[config.mk]
export PLATFORM = sky130hd
export DESIGN_NAME = urom_arbiter
export DESIGN_NICKNAME = d
export VERILOG_FILES = /design/src/rtl/pygmy_rom_pkg.sv /design/src/rtl/rom_lane_fmt.sv /design/src/rtl/urom_arbiter.sv
export SDC_FILE = /design/constraint.sdc
export NUM_CORES = 1
export LEC_CHECK = 0
export ABC_AREA = 1
export ABC_CLOCK_PERIOD_IN_PS = 3400
export BUFFER_PORTS_ARGS = -buffer_cell sky130_fd_sc_hd__buf_2
export CORE_AREA = 2 2 71 73
export DETAILED_ROUTE_END_ITERATION = 8
export DIE_AREA = 0 0 73 75
export PLACE_DENSITY_LB_ADDON = 0.25
export RECOVER_POWER = 25
export SYNTH_ARGS = -nofsm -noshare
export SYNTH_HDL_FRONTEND = slang
export SYNTH_SLANG_ARGS = --single-unit
export TNS_END_PERCENT = 10
[constraint.sdc]
create_clock -name clk_i -period 3.4 [get_ports clk_i]
set_input_delay 0.17 -clock clk_i [delete_from_list [all_inputs] [get_ports clk_i]]
set_output_delay 0.17 -clock clk_i [all_outputs]
set_load 0.01 [all_outputs]
[src/rtl/pygmy_rom_pkg.sv]
// Shared encodings for the ROM read-port arbiter: access sizes and the
// one-deep response register that pairs a grant with its returning word.
package pygmy_rom_pkg;

  localparam logic [1:0] HB_BYTE = 2'b00;
  localparam logic [1:0] HB_HALF = 2'b01;
  localparam logic [1:0] HB_WORD = 2'b10;

  typedef enum logic [2:0] {
    RESP_NONE   = 3'd0,
    RESP_IF_OK  = 3'd1,
    RESP_LS_OK  = 3'd2,
    RESP_IF_ERR = 3'd3,
    RESP_LS_ERR = 3'd4
  } resp_e;

  typedef struct packed {
    resp_e      kind;
    logic [1:0] off;
    logic [1:0] hb;
  } resp_t;

  localparam resp_t RESP_IDLE = '{kind: RESP_NONE, off: 2'b00, hb: 2'b00};

endpackage

[src/rtl/rom_lane_fmt.sv]
// Extracts a zero-extended byte, half or word from a 32-bit ROM word.
module rom_lane_fmt
  import pygmy_rom_pkg::*;
(
  input  logic [31:0] word,
  input  logic [1:0]  off,
  input  logic [1:0]  hb,
  output logic [31:0] data
);

  logic [3:0][7:0] lanes;
  assign lanes = word;

  always_comb begin
    data = '0;
    case (hb)
      HB_BYTE: data[7:0]  = lanes[off];
      HB_HALF: data[15:0] = off[1] ? word[31:16] : word[15:0];
      default: data       = word;
    endcase
  end

endmodule

[src/rtl/urom_arbiter.sv]
// Two-requester arbiter for the single synchronous ROM read port: fixed LS
// priority with an IF starvation guard, access checks, 1-cycle responses.
module urom_arbiter
  import pygmy_rom_pkg::*;
#(
  parameter int DEPTH      = 1024,
  parameter int MAX_STREAK = 4,
  localparam int AW        = $clog2(DEPTH)
) (
  input  logic          clk_i,
  input  logic          rst_ni,
  input  logic          if_req_i,
  input  logic [31:0]   if_addr_i,
  output logic          if_gnt_o,
  output logic          if_rvalid_o,
  output logic [31:0]   if_rdata_o,
  output logic          if_err_o,
  input  logic          ls_req_i,
  input  logic [31:0]   ls_addr_i,
  input  logic [1:0]    ls_hb_i,
  output logic          ls_gnt_o,
  output logic          ls_rvalid_o,
  output logic [31:0]   ls_rdata_o,
  output logic          ls_err_o,
  output logic          rom_en_o,
  output logic [AW-1:0] rom_addr_o,
  input  logic [31:0]   rom_rdata_i
);

  localparam int SW = $clog2(MAX_STREAK + 1);
  localparam logic [SW-1:0] STREAK_MAX = SW'(MAX_STREAK);

  logic [SW-1:0] streak_q, streak_d;
  resp_t         resp_q, resp_d;

  logic          ls_win, if_win, any_gnt;
  logic [31:0]   sel_addr;
  logic          out_of_range, misaligned, acc_err;
  logic [31:0]   ls_fmt;

  // LS has priority until IF has watched MAX_STREAK LS grants go by.
  assign ls_win   = ls_req_i && !(if_req_i && (streak_q == STREAK_MAX));
  assign if_win   = if_req_i && !ls_win;
  assign if_gnt_o = rst_ni & if_win;
  assign ls_gnt_o = rst_ni & ls_win;
  assign any_gnt  = if_gnt_o | ls_gnt_o;

  assign sel_addr     = ls_win ? ls_addr_i : if_addr_i;
  assign out_of_range = (sel_addr >> (AW + 2)) != 32'd0;

  always_comb begin
    misaligned = 1'b0;
    if (ls_win) begin
      case (ls_hb_i)
        HB_BYTE: misaligned = 1'b0;
        HB_HALF: misaligned = sel_addr[0];
        default: misaligned = sel_addr[1:0] != 2'b00;
      endcase
    end else begin
      misaligned = sel_addr[1:0] != 2'b00;
    end
  end

  assign acc_err    = out_of_range | misaligned;
  assign rom_en_o   = any_gnt & ~acc_err;
  assign rom_addr_o = rom_en_o ? sel_addr[AW+1:2] : '0;

  always_comb begin
    streak_d = streak_q;
    if (!if_req_i || if_gnt_o) begin
      streak_d = '0;
    end else if (ls_gnt_o && (streak_q != STREAK_MAX)) begin
      streak_d = streak_q + SW'(1);
    end
  end

  always_comb begin
    resp_d = RESP_IDLE;
    if (ls_gnt_o) begin
      resp_d.kind = acc_err ? RESP_LS_ERR : RESP_LS_OK;
      resp_d.off  = ls_addr_i[1:0];
      resp_d.hb   = ls_hb_i;
    end else if (if_gnt_o) begin
      resp_d.kind = acc_err ? RESP_IF_ERR : RESP_IF_OK;
    end
  end

  always_ff @(posedge clk_i or negedge rst_ni) begin
    if (!rst_ni) begin
      streak_q <= '0;
      resp_q   <= RESP_IDLE;
    end else begin
      streak_q <= streak_d;
      resp_q   <= resp_d;
    end
  end

  rom_lane_fmt u_fmt (
    .word (rom_rdata_i),
    .off  (resp_q.off),
    .hb   (resp_q.hb),
    .data (ls_fmt)
  );

  always_comb begin
    if_rvalid_o = 1'b0;
    if_err_o    = 1'b0;
    if_rdata_o  = '0;
    ls_rvalid_o = 1'b0;
    ls_err_o    = 1'b0;
    ls_rdata_o  = '0;
    case (resp_q.kind)
      RESP_IF_OK: begin
        if_rvalid_o = 1'b1;
        if_rdata_o  = rom_rdata_i;
      end
      RESP_IF_ERR: begin
        if_rvalid_o = 1'b1;
        if_err_o    = 1'b1;
      end
      RESP_LS_OK: begin
        ls_rvalid_o = 1'b1;
        ls_rdata_o  = ls_fmt;
      end
      RESP_LS_ERR: begin
        ls_rvalid_o = 1'b1;
        ls_err_o    = 1'b1;
      end
      default: ;
    endcase
  end

endmodule

==> reports/summary.md <==
For the number of nets produced by synthesis, the log shows 431. CTS saw 10 sinks. The final critical path takes up 73.7% of the cycle. At the pin with the least slew margin, the transition time is 1030 ps. The run gives 458 µm as the met3 wire length.

Before CTS, the worst setup slack after placement is 1100 ps. Sum of met2 wire segment lengths after detailed routing: 3010 µm. The sum of internal, switching and leakage power was 461 µW; the post-CTS setup buffer count was 0. The worst setup skew after layout is 4.83 ps, and the number of cells traversed by the worst hold path is 3.

By startpoint and endpoint, the worst setup path is classified as reg2out. Signal routing reaches up to met5. After synthesis, flip-flops and latches occupy 15.2% of the total area. In this run the remaining antenna-violating nets after routing total 0. The run gives 607 as the number of nets in the finished design.

Summing the areas of all compound-gate instances in the mapped netlist gives 14.3% of the synthesized area. Once the clock tree was built, the resizer swapped 0 gates to a different size. The nature of the critical path endpoint was an output pin.

The logs give 20.2% for the total routing resource utilization after global routing and 2,491 for the via total after detailed routing. The floorplan step set the die width to 73 µm. The area share of fa/ha/maj cells after synthesis is 1.52%, and the total clock buffers created by CTS is 3. For the worst setup path, the data required time is 3230 ps.

Worst stage delay on the critical path: 640 ps. The final critical path time including I/O delays and setup came out at 2510 ps. The number of global-route vias before repair came out at 2,133.

Pin count of the biggest net entering global routing: 33. Among all flip-flop cells after synthesis, the most frequent one is sky130_fd_sc_hd__dfrtp_1. On the critical path, the stage with the largest delay is an instance of sky130_fd_sc_hd__nand2_1. After clock tree synthesis, the clock-pin slew on the worst setup and hold paths is 50 ps. The hold violation total from the final report came out at 0.

The peak clock frequency supported by timing is 399 MHz, and the first-pass GRT wire length is 8970 µm. For the number of max-slew violations in the final report, the log shows 0. For the data arrival time of the critical path, the log shows 2340 ps. The H-tree depth was 1; the met1 wire length was 2150 µm.

Initial core utilization: 35.2%. The simple logic cell fraction of the synthesized area came out at 48.7%. Once layout is complete, the utilization of the core stands at 56.2%. The region available for standard cell placement spans 4660 µm².

The portion of synthesized area spent on multiplexers is 0%. The number of enable-type register cells in the synthesized netlist is 0. Synthesis inferred 10 register bits. The first TritonRoute pass finished after 4 iterations. The netlist uses 25 different library cells. The path with the worst hold slack has its endpoint at resp_q[0]. The synthesis-to-finish area growth was 59.3%; the average vias per placed instance was 4.48.

In the synthesized netlist the async set-or-reset flop fraction comes to 100%. The later pin in the worst-skew pair is clocked with a latency of 230 ps. Largest driver fanout on the critical path: 24. After synthesis, the largest family of logic cells by area is simple AND/OR/NAND/NOR gates. The first routing iteration left 75 violations. The I/O pin total came out at 183. The internal reg-to-reg setup slack was 1660 ps.

The height of the die came out at 75 µm. The total detailed-routing wirelength is 5630 µm, and the fraction of layout cells with a size suffix above 1 is 40.0%. 0 antenna diodes ended up in the layout. The run finished with clean final reports. TritonCTS built the clock tree.

For this run, design rule violations remaining after detail routing come to 0. End of the worst register-to-register path: resp_q[5]. The path class of the tightest hold or removal check is in2reg.

STA classifies the critical path startpoint as a register. The number of placement rows is 25. The number of max-cap violations is 0, and the buffer depth of the longest clock path is 2.

The worst hold path begins at ls_hb_i[0]. The die covers 5480 µm². A synthesized cell averages 5.02 µm².

For the cell count after synthesis, the log shows 327. VDD sags by at most 0.180 mV. Across all setup checks in the final design, the least slack found is 893 ps. The run gives 1 as the initial antenna violation count. The signal on the critical path passes through nor3_2, nand2_1, o22ai_1, buf_2. Dividing total power by cell area gives a power density of 176 nW/µm². The XOR/XNOR share of the synthesized area is 0%, and the final sum of negative setup slack is 0 ps.

Setup violations remaining at the end of the flow were counted as 0. The worst slew margin relative to its limit was 31.4%. CTS placed an instance of sky130_fd_sc_hd__clkbuf_8 at the clock tree root. Detailed placement ended at an HPWL of 4730 µm. Leftover overflow at the end of global routing: 0. Setup repair after global routing left no endpoint under its margin. During synthesis, Yosys emitted a total of 0 warnings. The final weighted congestion in routability-driven placement is 0.830. Summed over all cells, the static leakage comes to 1.83 nW. In this run the tool buffered the top-level ports with 182 buffer cells. In this run the cell area of the synthesized design comes to 1640 µm². Counting cells, the worst reg-to-reg path comes to 8.

Average wire per cell in the routed design: 10.1 µm. In this run the critical register-to-register path is launched from streak_q[0].
[flip-flops by register name, indices dropped and copies added, names as in the netlist]
name / flops
resp_q: 7
streak_q: 3
[power by group]
group	leakage (nW)	switching (mW)	internal, mW
Combinational	1.66	0.102	0.0844
Clock	0.0288	0.0431	0.102
Sequential	0.135	0.00669	0.124
[cell usage after synthesis (2+ instances only)]
cell / count / area share (%)
sky130_fd_sc_hd__nor2_1: 83 / 19
sky130_fd_sc_hd__nand2_1: 81 / 19
sky130_fd_sc_hd__inv_1: 70 / 16
sky130_fd_sc_hd__o21ai_0: 17 / 5.2
sky130_fd_sc_hd__dfrtp_1: 10 / 15
sky130_fd_sc_hd__nor2_2: 9 / 3.4
sky130_fd_sc_hd__buf_2: 8 / 2.4
sky130_fd_sc_hd__o22ai_1: 8 / 3.0
sky130_fd_sc_hd__o221ai_1: 7 / 3.7
sky130_fd_sc_hd__a21oi_1: 5 / 1.5
sky130_fd_sc_hd__nand3_1: 5 / 1.5
sky130_fd_sc_hd__nor3_1: 4 / 1.2
sky130_fd_sc_hd__clkbuf_1: 3 / 0.69
sky130_fd_sc_hd__nand2_2: 3 / 1.1
sky130_fd_sc_hd__nand3_2: 3 / 1.8
sky130_fd_sc_hd__ha_1: 2 / 1.5
[kinds of logic after synthesis]
group                      after synthesis
and+or+nand+nor                        192
buffers and inverters                   84
AOI/OAI and AO/OA                       39
DFF                                     10
adders and majority gates                2
[per-layer routing]
layer | GRT usage, % | vias to the layer above
met2 | 41.5 | 108
met3 | 3.48 | 4
li1 | - | 1328
met1 | 21.4 | 1049
met4 | 3.09 | 2
met5 | 0 | -
[repair_timing]
action | in CTS | in global routing
hold endpoints to repair | 10 | 0
endpoints found under the setup margin | 0 | 0
hold buffers | 1 | 0
[placed cells by master (no fill, tap or decap)]
cell | netlist | final
sky130_fd_sc_hd__or2_2 | 1 | 1
sky130_fd_sc_hd__inv_2 | 1 | 1
sky130_fd_sc_hd__nor3_2 | 1 | 1
sky130_fd_sc_hd__nand4_1 | 1 | 1
sky130_fd_sc_hd__nand3_2 | 3 | 3
sky130_fd_sc_hd__ha_1 | 2 | 2
sky130_fd_sc_hd__a21oi_2 | 1 | 1
sky130_fd_sc_hd__nand2_2 | 3 | 3
sky130_fd_sc_hd__o221ai_1 | 7 | 7
sky130_fd_sc_hd__clkbuf_8 | 0 | 4
sky130_fd_sc_hd__o22ai_1 | 8 | 8
sky130_fd_sc_hd__nor3_1 | 4 | 4
sky130_fd_sc_hd__nor2_4 | 1 | 1
sky130_fd_sc_hd__clkbuf_1 | 3 | 5
sky130_fd_sc_hd__nor2_1 | 83 | 83
sky130_fd_sc_hd__dlygate4sd3_1 | 0 | 1
sky130_fd_sc_hd__inv_1 | 70 | 70
sky130_fd_sc_hd__nand3_1 | 5 | 5
sky130_fd_sc_hd__clkinv_1 | 1 | 1
sky130_fd_sc_hd__nor2_2 | 9 | 9
sky130_fd_sc_hd__a21oi_1 | 5 | 5
sky130_fd_sc_hd__dfrtp_1 | 10 | 10
sky130_fd_sc_hd__o21ai_0 | 17 | 17
sky130_fd_sc_hd__nand2_1 | 81 | 81
sky130_fd_sc_hd__o21ai_1 | 1 | 1
sky130_fd_sc_hd__buf_2 | 8 | 177
[cell type report]
| cell class | count | area, µm² |
|---|---|---|
| fillers | 509 | 2040 |
| flip-flops and latches | 10 | 250 |
| multi-input cells | 233 | 1060 |
| repair buffers | 183 | 915 |
| well taps | 54 | 67.6 |
| inverters | 72 | 270 |
| clock buffers | 4 | 55.1 |
[critical path, delay by kind of cell, from the launching register on]
family                 cells  cell delay (ps)
AO/OA/AOI/OAI              1              350
buffers and inverters      1              170
AND/OR/NAND/NOR            2             1180
flip-flops                 1              410
[how the worst max path moves through the flow]
stage | from | to | slack, ps | cells after the start
floorplan | streak_q[0] | rom_addr_o[0] | 1870 | 11
detailed placement | resp_q[6] | ls_rdata_o[8] | 1100 | 4
CTS | resp_q[6] | ls_rdata_o[8] | 850 | 4
finish | resp_q[6] | ls_rdata_o[11] | 890 | 4
global placement | resp_q[6] | ls_rdata_o[13] | 1220 | 4
global route | resp_q[6] | ls_rdata_o[13] | 640 | 4
[stage by stage]
step / std cells / cell area (µm²) / hold WS [ps]
global route: 556 / 2620 / 180
finish: 556 / 2620 / 168
CTS: 556 / 2620 / 166
global placement: 551 / 2560 / 47.2
floorplan: 327 / 1640 / -126
detailed placement: 551 / 2560 / 46.7
(Power assumes the default switching activity.)
